`src/rtl/comp_clk_array.sv`:
```
// comp_clk_array: N_CH-channel clocked comparator array.
// Stage 1 subtracts a per-channel offset at W+1 bits, so the difference
// never wraps. Stage 2 applies a shared hysteresis window, then a
// per-channel debounce of DEB agreeing samples. Each channel also keeps a
// saturating count of its output transitions.
module comp_clk_array #(
  parameter int N_CH = 4,
  parameter int W    = 8,
  parameter int DEB  = 2,
  parameter int CW   = 16
) (
  input  logic                clk,
  input  logic                rst,
  input  logic                in_valid,
  input  logic [N_CH*W-1:0]   in_data,
  input  logic [N_CH*W-1:0]   offset,
  input  logic [W-2:0]        hyst,
  input  logic                cnt_clr,
  output logic                out_valid,
  output logic [N_CH-1:0]     out,
  output logic [N_CH*CW-1:0]  toggle_cnt
);

  // The agree counter holds 0..DEB-1. It needs at least one bit even when DEB=1.
  localparam int AW = (DEB > 1) ? $clog2(DEB) : 1;
  localparam logic [AW-1:0] AGREE_LAST = AW'(DEB - 1);
  localparam logic [AW-1:0] AGREE_ONE  = AW'(1);
  localparam logic [AW-1:0] AGREE_ZERO = {AW{1'b0}};
  localparam logic [CW-1:0] CNT_MAX    = {CW{1'b1}};
  localparam logic [CW-1:0] CNT_ONE    = CW'(1);
  localparam logic [CW-1:0] CNT_ZERO   = {CW{1'b0}};

  // Stage-1 registers.
  logic signed [W:0] d_r [N_CH];
  logic              v1_r;

  // Stage-2 registers and the output valid flag.
  logic [N_CH-1:0]   raw_r;
  logic [N_CH-1:0]   out_r;
  logic [AW-1:0]     agree_r [N_CH];
  logic              ov_r;
  logic [CW-1:0]     cnt_r [N_CH];

  // Stage-2 next-state values.
  logic [N_CH-1:0]   raw_nxt_s;
  logic [N_CH-1:0]   out_nxt_s;
  logic [AW-1:0]     agree_nxt_s [N_CH];
  logic [N_CH-1:0]   toggle_s;
  logic signed [W:0] hyst_pos_s;
  logic signed [W:0] hyst_neg_s;

  // Stage 1: sign-extend both operands to W+1 bits so that d never overflows.
  always_ff @(posedge clk) begin
    if (rst) begin
      v1_r <= 1'b0;
      for (int k = 0; k < N_CH; k++) begin
        d_r[k] <= {(W+1){1'b0}};
      end
    end else begin
      v1_r <= in_valid;
      if (in_valid) begin
        for (int k = 0; k < N_CH; k++) begin
          d_r[k] <= $signed({in_data[k*W+W-1], in_data[k*W +: W]})
                  - $signed({offset[k*W+W-1], offset[k*W +: W]});
        end
      end else begin
        for (int k = 0; k < N_CH; k++) begin
          d_r[k] <= d_r[k];
        end
      end
    end
  end

  // Stage-2 combinational update: hysteresis slicer, then the debounce counter.
  always_comb begin
    hyst_pos_s = $signed({2'b00, hyst});
    hyst_neg_s = -hyst_pos_s;
    raw_nxt_s  = raw_r;
    out_nxt_s  = out_r;
    for (int k = 0; k < N_CH; k++) begin
      agree_nxt_s[k] = agree_r[k];
    end
    if (v1_r) begin
      for (int k = 0; k < N_CH; k++) begin
        // Strict compares: d exactly at the threshold does not cross it.
        if (!raw_r[k] && (d_r[k] > hyst_pos_s)) begin
          raw_nxt_s[k] = 1'b1;
        end else if (raw_r[k] && (d_r[k] < hyst_neg_s)) begin
          raw_nxt_s[k] = 1'b0;
        end else begin
          raw_nxt_s[k] = raw_r[k];
        end
        // A sample that agrees with out clears the count. A run of DEB disagreeing samples flips out.
        if (raw_nxt_s[k] == out_r[k]) begin
          agree_nxt_s[k] = AGREE_ZERO;
        end else if (agree_r[k] == AGREE_LAST) begin
          out_nxt_s[k]   = raw_nxt_s[k];
          agree_nxt_s[k] = AGREE_ZERO;
        end else begin
          agree_nxt_s[k] = agree_r[k] + AGREE_ONE;
        end
      end
    end else begin
      raw_nxt_s = raw_r;
      out_nxt_s = out_r;
    end
    toggle_s = out_nxt_s ^ out_r;
  end

  // Stage-2 registers: they change only on valid samples, and reset clears any sample in flight.
  always_ff @(posedge clk) begin
    if (rst) begin
      raw_r <= {N_CH{1'b0}};
      out_r <= {N_CH{1'b0}};
      ov_r  <= 1'b0;
      for (int k = 0; k < N_CH; k++) begin
        agree_r[k] <= AGREE_ZERO;
      end
    end else begin
      raw_r <= raw_nxt_s;
      out_r <= out_nxt_s;
      ov_r  <= v1_r;
      for (int k = 0; k < N_CH; k++) begin
        agree_r[k] <= agree_nxt_s[k];
      end
    end
  end

  // Toggle counters: they saturate instead of wrapping, and a clear drops any toggle in the same cycle.
  always_ff @(posedge clk) begin
    if (rst) begin
      for (int k = 0; k < N_CH; k++) begin
        cnt_r[k] <= CNT_ZERO;
      end
    end else if (cnt_clr) begin
      for (int k = 0; k < N_CH; k++) begin
        cnt_r[k] <= CNT_ZERO;
      end
    end else begin
      for (int k = 0; k < N_CH; k++) begin
        if (toggle_s[k] && (cnt_r[k] != CNT_MAX)) begin
          cnt_r[k] <= cnt_r[k] + CNT_ONE;
        end else begin
          cnt_r[k] <= cnt_r[k];
        end
      end
    end
  end

  // Output packing. Every output comes straight from a register.
  always_comb begin
    out_valid  = ov_r;
    out        = out_r;
    toggle_cnt = {(N_CH*CW){1'b0}};
    for (int k = 0; k < N_CH; k++) begin
      toggle_cnt[k*CW +: CW] = cnt_r[k];
    end
  end

endmodule
```
`config.mk`:
```
export PLATFORM = sky130hd
export DESIGN_NAME = comp_clk_array
export DESIGN_NICKNAME = d
export VERILOG_FILES = /design/src/rtl/comp_clk_array.sv
export SDC_FILE = /design/constraint.sdc
export NUM_CORES = 1
export LEC_CHECK = 0
export CAP_MARGIN = 30
export CORE_UTILIZATION = 54
export DETAILED_ROUTE_END_ITERATION = 7
export GPL_TIMING_DRIVEN = 1
export PLACE_DENSITY_LB_ADDON = 0.08
export SYNTH_ARGS = -nofsm -noshare
export SYNTH_HDL_FRONTEND = slang
export SYNTH_SLANG_ARGS = --single-unit
```
`constraint.sdc`:
```
create_clock -name clk -period 6.3 [get_ports clk]
set_clock_uncertainty 0.05 [all_clocks]
set_input_delay 1.26 -clock clk [delete_from_list [all_inputs] [get_ports clk]]
set_output_delay 1.26 -clock clk [all_outputs]
set_load 0.01 [all_outputs]
```
==> results of run 1 <==
## final cells by class
class                      instances  area [um2]
clock buffer                      17         425
clock inverter                    15         229
fill                            1190        4540
inverter                          81         304
multi-input combinational        650        4700
sequential                       114        3280
tap                              188         235
timing repair buffer             151        1490
## per-layer routing
metal / part of all wire (%) / up-vias
met5: 0 / -
met4: 1.0 / 0
met2: 48 / 168
met3: 4.4 / 18
li1: - / 3494
met1: 47 / 3227
## worst paths after layout
check / startpoint / to / slack (ns) / cells after the start
hold reg to reg: raw_r[3]$_SDFFE_PP0P_ / raw_r[3]$_SDFFE_PP0P_ / 0.46 / 2
setup reg to reg: d_r[2][6]$_DFFE_PP_ / cnt_r[2][0]$_SDFFCE_PP0P_ / 3.12 / 9
hold / removal: raw_r[3]$_SDFFE_PP0P_ / raw_r[3]$_SDFFE_PP0P_ / 0.46 / 2
setup / recovery: hyst[0] / cnt_r[2][0]$_SDFFCE_PP0P_ / 1.13 / 14
## kinds of logic (layout without fill, tap and decap cells)
logic type / after synthesis / after routing / share of synthesized area (%)
AO/OA/AOI/OAI: 162 / 162 / 13.7
XOR/XNOR: 67 / 67 / 7.82
adder cells (fa/ha/maj): 90 / 90 / 13.8
buffers and inverters: 104 / 264 / 4.91
flip-flops: 114 / 114 / 39.2
multiplexers: 1 / 1 / 0.119
AND/OR/NAND/NOR: 330 / 330 / 20.5
## power groups by stage
| stage | logic, mW | clock network (mW) | registers, mW |
|---|---|---|---|
| 4_1_cts | 0.493 | 1.08 | 0.950 |
| 3_5_place_dp | 0.488 | 0 | 0.965 |
| 6_report | 0.491 | 1.07 | 0.951 |
| 3_3_place_gp | 0.482 | 0 | 0.965 |
| 2_1_floorplan | 0.314 | 0 | 0.957 |
| 5_1_grt | 0.550 | 1.12 | 0.959 |
## per-stage QoR
step	utilization (%)	power, mW	instance area, um2	std cells
6_report	70.2	2.51	10700	1216
5_1_grt	70.2	2.63	10700	1216
4_1_cts	70.2	2.53	10700	1216
3_5_place_dp	65.9	1.45	10000	1184
3_3_place_gp	65.9	1.45	10000	1184
2_1_floorplan	-	1.27	8380	868
## cells in the final DEF (no fill, tap or decap), types with 13 or more instances in the layout
cell type,instances
clkdlybuf4s50_1,143
edfxtp_1,100
ha_1,85
inv_1,81
nor2_1,76
nand2_1,58
nand3_1,39
xnor2_1,36
nor3_1,32
o21ai_0,31
a21oi_1,31
xor2_1,26
nor4_1,19
clkbuf_16,17
nor2b_1,16
nand4_1,15
a211oi_1,14
dfxtp_1,14
nand2b_1,13
## worst reg2reg max path: stages, from the launching register on
cell and delay, ns:
edfxtp_1 0.50, ha_1 0.34, nand3b_1 0.12, nor2_1 0.05, a211o_1 0.28, a211oi_1 0.20
buf_4 0.19, nor2_1 0.06, a31o_2 0.20, or4_1 0.81
## flip-flops by register name, indices dropped and copies added (netlist names)
signal	count
d_r	36
v1_r	1
cnt_r	64
raw_r	4
agree_r	4
out_valid	1
out	4
==> flow_summary.ini, run 1 <==
[sta]
fin_crit_sh_pct = 82.1
whs_ns = 0.458
worstMarginPinSlew_ns = 0.886
min_period_ns = 5.17
setup_viol = 0
rsz0062_at_grt = no
slew_headroom_pct = 40.9
tns_ns = 0
worst_slack_ns = 1.13
drv_slew = 0
max_freq_ghz = 0.193
hold_viol_final = 0

[pwr]
p_int_mw = 1.83
leakage_nw = 4.14
pwr-share-comb_pct = 19.6
power.switching_mw = 0.677
seqPwrFrac_pct = 37.9
power.density_nw_per_um2 = 236
clock_power_share_pct = 42.6
p_sw_share_pct = 27.0
worst_ir_drop_vdd_uv = 180

[critical_path]
crit_fanout = 16
crit_type = input port to flop
cp_slowest_cell = or4_1
cp.arrival_ns = 5.18
cp_data_required_time_ns = 6.31
worstPathCellList = clkdlybuf4s50_1 -> inv_1 -> ha_1 -> nor3b_1 -> nand3_1 -> inv_1 -> ha_1 -> nand2_1 -> a2111oi_0 -> nor2_1 -> a211oi_1 -> nor3_1 -> and4b_1 -> or4_1
critical-path-top-delay-family = simple AND/OR/NAND/NOR gates
max_stage_delay_ns = 0.84
crit_buf_inv = 3
crit_path_end_kind = flop
startpoint_type = input port

[synth]
synth_cell_types = 75
synthMostInstantiatedCell = edfxtp_1
syn_inst = 868
netlist_area_um2 = 8380
synthesis.nets = 1032
yosysTopAreaCell = edfxtp_1
synth_top_area_share_pct = 35.8
avgSynthCellArea_um2 = 9.66
ys_seq_elements = 114
synth_common_cells = edfxtp_1 (100), ha_1 (85), inv_1 (81)
synth_enable_flop_cells = 100
synth_warnings = 0
async_flop_share_pct = 0
synthFlopType = edfxtp_1
synth_area_leaders = edfxtp_1 (36%), ha_1 (13%), xnor2_1 (3.8%), inv_1 (3.6%), nor2_1 (3.4%)
ys_seq_area_share_pct = 39.2

[detailed_routing]
drt-vias-per-instance = 5.68
drt-pass1-iter-count = 5
vias = 6907
drtIter0Drc = 334
drc = 0
ant_nets = 0
routed_wl_mm = 17.8
wl_per_cell_um = 14.6

[global_route]
top_usage_layer = met2
grt_pass1_vias = 6469
met3_usage_pct = 5.19
grt_max_degree = 38
overflow = 0
track_usage_pct = 23.8
antenna_found_initial = 0
met1_usage_pct = 31.8
use_met2_pct = 39.3
grt_pass1_wl_mm = 30.4

[cts]
ctsResizeCount = 0
cts_tree = done
clock-root-buffer = clkbuf_16
htree_levels = 4
clock_sinks = 114
clkTransAtPathRegs_ns = 0.06
post_cts_buffers = 0
clk_latency_ns = 0.42
cts_made_buffers = 17
clk_path_buf_depth = 2
ctsHoldBuffers = 0

[min_path]
min_path_type = flop to flop

[layout]
area_growth_pct = 27.2
drive_above_1_share_pct = 6.42
antenna_cells = 0
nets = 1179

[placed_design]
hpwlAfterDp_mm = 13.5
portBuffers = 143
place.gp.congestion = 0.893
preCtsSetupSlack_ns = 0.717

[floorplanning]
io_pins = 144
fp-row-count = 45
die_area_um2 = 16000
die_h_um = 127
start_util_pct = 55.1
die_x_um = 127
core_um2 = 15200

[flow_run]
cap_violations = 0

[run_status]
status = complete, no violations
(Power assumes the default switching activity.)
==> run 2, diff against run 1 <==
Settings changed: CORE_UTILIZATION 54 to 49.
Clock period 6.3 ns to 4.2 ns, I/O delays scaled along.
==> flow_summary.ini, run 2 (synthesis results as in run 1) <==
[pwr]
power.switching_mw = 1.02
pwr-share-comb_pct = 21.3
p_total_mw = 3.66
seqPwrFrac_pct = 39.0
worst_ir_drop_vdd_uv = 270
clock_power_share_pct = 39.6
p_sw_share_pct = 27.7
p_int_mw = 2.65
power.density_nw_per_um2 = 333
leakage_nw = 4.30

[flow_run]
cap_violations = 0

[cts]
clk_latency_ns = 0.43
clock-root-buffer = clkbuf_16
clk_path_buf_depth = 2
clock_sinks = 114
htree_levels = 4
cts_tree = done
cts_made_buffers = 17
clkTransAtPathRegs_ns = 0.05

[detailed_routing]
wl_per_cell_um = 14.6
routed_wl_mm = 18.8
ant_nets = 0
drt-pass1-iter-count = 7
drc = 0
drt-vias-per-instance = 5.49
vias = 7044
drtIter0Drc = 440

[floorplanning]
core_um2 = 16600
die_area_um2 = 17600
start_util_pct = 50.4
die_x_um = 133
die_h_um = 133
io_pins = 144
fp-row-count = 47

[critical_path]
max_stage_delay_ns = 0.52
regToRegStartpoint = d_r[1][2]$_SDFFCE_PN0P_
crit_path_end_kind = flop
crit_fanout = 16
crit_buf_inv = 3
worstPathCellList = clkdlybuf4s50_1 -> inv_1 -> ha_1 -> xor2_1 -> ha_1 -> a21oi_1 -> a21boi_0 -> a2111oi_1 -> nor4_2 -> a2111oi_1 -> a31oi_1 -> o211ai_1 -> buf_12
cp_slowest_cell = clkdlybuf4s50_1
critical-path-top-delay-family = compound AO/OA/AOI/OAI gates
startpoint_type = input port
r2r_cells = 9
r2r_slack_ns = 1.24
cp.arrival_ns = 4.06
cp_data_required_time_ns = 4.28
crit_type = input port to flop
r2r_end = cnt_r[1][8]$_SDFFCE_PN0P_

[sta]
fin_crit_sh_pct = 94.7
slew_headroom_pct = 46.8
min_period_ns = 3.98
tns_ns = 0
setup_viol = 0
rsz0062_at_grt = no
worstMarginPinSlew_ns = 0.799
max_freq_ghz = 0.251
drv_slew = 0
whs_ns = 0.456
hold_viol_final = 0

[placed_design]
place.gp.congestion = 0.868
dpl-instance-area_um2 = 10400
hpwlAfterDp_mm = 14.3
dp_cells = 1251
portBuffers = 143

[global_route]
grt_pass1_vias = 6692
met3_usage_pct = 5.06
grt_pass1_wl_mm = 32.0
top_usage_layer = met2
grt_max_degree = 37
use_met2_pct = 36.1
antenna_found_initial = 0
overflow = 0
track_usage_pct = 22.6
met1_usage_pct = 29.9

[min_path]
min_path_type = flop to flop
worstHoldPathCells = 2
hold-path-endpoint = agree_r[3]$_SDFFE_PP0P_
hp-start = agree_r[3]$_SDFFE_PP0P_

[run_status]
status = complete, no violations

[layout]
antenna_cells = 0
largest_register_ffs = 64
area_growth_pct = 31.1
final_cells = 1283
drive_above_1_share_pct = 9.60
final_area_um2 = 11000
max_flop_register = cnt_r
top_regs = cnt_r x64, d_r x36
mostFrequentLayoutCells = clkdlybuf4s50_1 (143), edfxtp_1 (100), ha_1 (85)
nets = 1214
mostFrequentLayoutCell = clkdlybuf4s50_1
[run 2: changes by cell type in the layout (fill, tap and decap cells not counted), sizes merged]
cell      delta
inv          -2
clkbuf       +3
clkinvlp     +3
buf         +35
bufinv       -3
clkinv       -1
[run 2: power by group through the flow]
stage / clock network [mW] / registers [mW] / logic (mW)
global route: 1.52 / 1.44 / 0.878
finish: 1.45 / 1.43 / 0.782
CTS: 1.47 / 1.43 / 0.782
floorplan: 0 / 1.44 / 0.474
global placement: 0 / 1.45 / 0.760
detailed placement: 0 / 1.45 / 0.774
[run 2: worst max-delay path by stage]
stage | from | to | slack [ns] | cells past startpoint
after global routing | hyst[1] | cnt_r[1][10]$_SDFFCE_PN0P_ | 0.03 | 13
final | hyst[1] | cnt_r[1][8]$_SDFFCE_PN0P_ | 0.22 | 13
after CTS | hyst[1] | cnt_r[1][10]$_SDFFCE_PN0P_ | 0.23 | 13
after detailed placement | hyst[1] | cnt_r[2][5]$_SDFFCE_PP0P_ | -0.17 | 15
after floorplan | hyst[1] | cnt_r[3][0]$_SDFFCE_PN0P_ | 0.09 | 13
after global placement | hyst[1] | cnt_r[2][5]$_SDFFCE_PP0P_ | -0.06 | 15
[run 2: layer usage]
metal | wire length, um | share of wire (%)
met2 | 8820 | 47
met4 | 311 | 1.7
met1 | 8640 | 46
met3 | 1000 | 5.3
met5 | 0 | 0
[run 2: through the flow]
stage	worst slack, ns	util, %
after floorplan	0.0932	-
after CTS	0.230	66.0
after global placement	-0.0583	62.4
after global routing	0.0332	66.0
final	0.221	66.0
after detailed placement	-0.169	62.4
[run 2: final cells by class]
class	count	area, um2
fillers	1332	5650
multi-input cells	650	4710
flip-flops and latches	114	3280
repair buffers	186	1820
clock buffers	20	467
inverters	81	304
well taps	220	275
clock inverters	12	131
[run 2: what timing repair did]
action / in CTS / in global routing
endpoints found under the setup margin: 0 / 48
buffers inserted: 0 / 0
hold buffers: 0 / 0
gates resized for setup: 0 / 3
endpoints found under the hold margin: 0 / 0
[run 2: worst min-delay path, cell delays in order, from the launching register on]
cell	delay, ns
dfxtp_1	0.34
nand2_1	0.06
o31ai_1	0.06
==> run 3, diff against run 2 <==
Settings changed: CORE_MARGIN from default to 2.
==> flow_summary.ini, run 3 (synthesis results as in run 1) <==
[global_route]
overflow = 0
grt_pass1_vias = 6663
track_usage_pct = 22.1
grt_pass1_wl_mm = 32.1
grt_max_degree = 37
antenna_found_initial = 0

[detailed_routing]
ant_nets = 0
routed_wl_mm = 19.1
drt-vias-per-instance = 5.50
vias = 7080
drc = 0
drt-pass1-iter-count = 5
drtIter0Drc = 434
wl_per_cell_um = 14.8

[cts]
clk_path_buf_depth = 2
clk_latency_ns = 0.42
htree_levels = 4
cts_made_buffers = 17
post_cts_buffers = 0
clkTransAtPathRegs_ns = 0.05
cts_tree = done
clock-root-buffer = clkbuf_16
clock_sinks = 114

[sta]
drv_slew = 0
hold_viol_final = 0
min_period_ns = 3.94
tns_ns = 0
worstMarginPinSlew_ns = 0.787
fin_crit_sh_pct = 93.9
whs_ns = 0.460
setup_viol = 0
slew_headroom_pct = 47.5
max_freq_ghz = 0.254

[critical_path]
startpoint_type = input port
crit_fanout = 16
crit_path_end_kind = flop
crit_type = input port to flop
cp.arrival_ns = 4.02
cp_data_required_time_ns = 4.28

[floorplanning]
io_pins = 144
core_um2 = 16600
start_util_pct = 50.4
die_x_um = 135
fp-row-count = 47
die_h_um = 135
die_area_um2 = 18200

[layout]
nets = 1219
max_flop_register = cnt_r
antenna_cells = 0
n_fill_cell = 1351
final_cells = 1288
top_regs = cnt_r x64, d_r x36
drive_above_1_share_pct = 9.64
area_growth_pct = 31.9
largest_register_ffs = 64
mostFrequentLayoutCell = clkdlybuf4s50_1
mostFrequentLayoutCells = clkdlybuf4s50_1 (143), edfxtp_1 (100), ha_1 (85)
post-route-util_pct = 66.4

[run_status]
status = complete, no violations

[min_path]
min_path_type = flop to flop

[flow_run]
cap_violations = 0

[pwr]
leakage_nw = 4.35
p_total_mw = 3.68
worst_ir_drop_vdd_uv = 304
power.density_nw_per_um2 = 333

[placed_design]
place.gp.congestion = 0.883
dp_cells = 1256
hpwlAfterDp_mm = 14.5
portBuffers = 143
[run 3: cell types whose count changed in the layout (fill, tap and decap cells not counted), sizes merged]
cell	delta
buf	+5
clkbuf	+11
clkinv	-3
bufinv	-2
clkinvlp	-5
inv	-1
[run 3: worst paths after layout]
path	start	endpoint	slack, ns	cells after the start
setup reg to reg	d_r[2][6]$_DFFE_PP_	cnt_r[2][2]$_SDFFCE_PP0P_	1.22	10
hold / removal	agree_r[3]$_SDFFE_PP0P_	agree_r[3]$_SDFFE_PP0P_	0.46	2
setup / recovery	hyst[0]	cnt_r[1][8]$_SDFFCE_PN0P_	0.26	14
hold reg to reg	agree_r[3]$_SDFFE_PP0P_	agree_r[3]$_SDFFE_PP0P_	0.46	2
[run 3: cell type report]
type                       instances  area, um2  area share [%]
sequential                       114       3280            29.7
multi-input combinational        650       4730            42.8
tap                              220        275            2.49
clock buffer                      31        592            5.35
clock inverter                     1       7.51          0.0679
inverter                          81        304            2.75
timing repair buffer             191       1870            16.9
[run 3: repair_timing]
action	4_1_cts	5_1_grt
gates resized for setup	0	4
endpoints found under the hold margin	0	0
hold buffers	0	0
setup endpoints to repair	0	27
[run 3: routing by layer]
layer | global-route usage (%) | vias to the layer above | share of wire, %
li1 | - | 3577 | -
met1 | 30.2 | 3309 | 47
met2 | 36.2 | 173 | 47
met3 | 3.83 | 21 | 4.6
met4 | 6.20 | 0 | 1.2
met5 | 0 | - | 0
[run 3: report_power, final]
| group | internal [mW] | leakage [nW] | switching, mW |
|---|---|---|---|
| Clock | 0.941 | 0.290 | 0.502 |
| Sequential | 1.33 | 1.21 | 0.0989 |
| Combinational | 0.414 | 2.85 | 0.391 |
[run 3: metrics by stage]
| step | cell area (um2) | setup WS (ns) |
|---|---|---|
| 2_1_floorplan | 8400 | 0.0932 |
| 3_5_place_dp | 10400 | -0.193 |
| 5_1_grt | 11100 | -0.0108 |
| 6_report | 11100 | 0.257 |
| 3_3_place_gp | 10400 | -0.0839 |
| 4_1_cts | 11000 | 0.219 |
[run 3: worst max-delay path, stage by stage]
cell             delay, ns
clkdlybuf4s50_1       0.54
inv_1                 0.06
ha_1                  0.24
xor2_1                0.21
ha_1                  0.29
a21oi_1               0.21
a21boi_0              0.13
a2111oi_1             0.43
buf_4                 0.19
nor4_4                0.04
a2111oi_0             0.40
a31oi_1               0.07
o211ai_1              0.16
buf_12                0.20
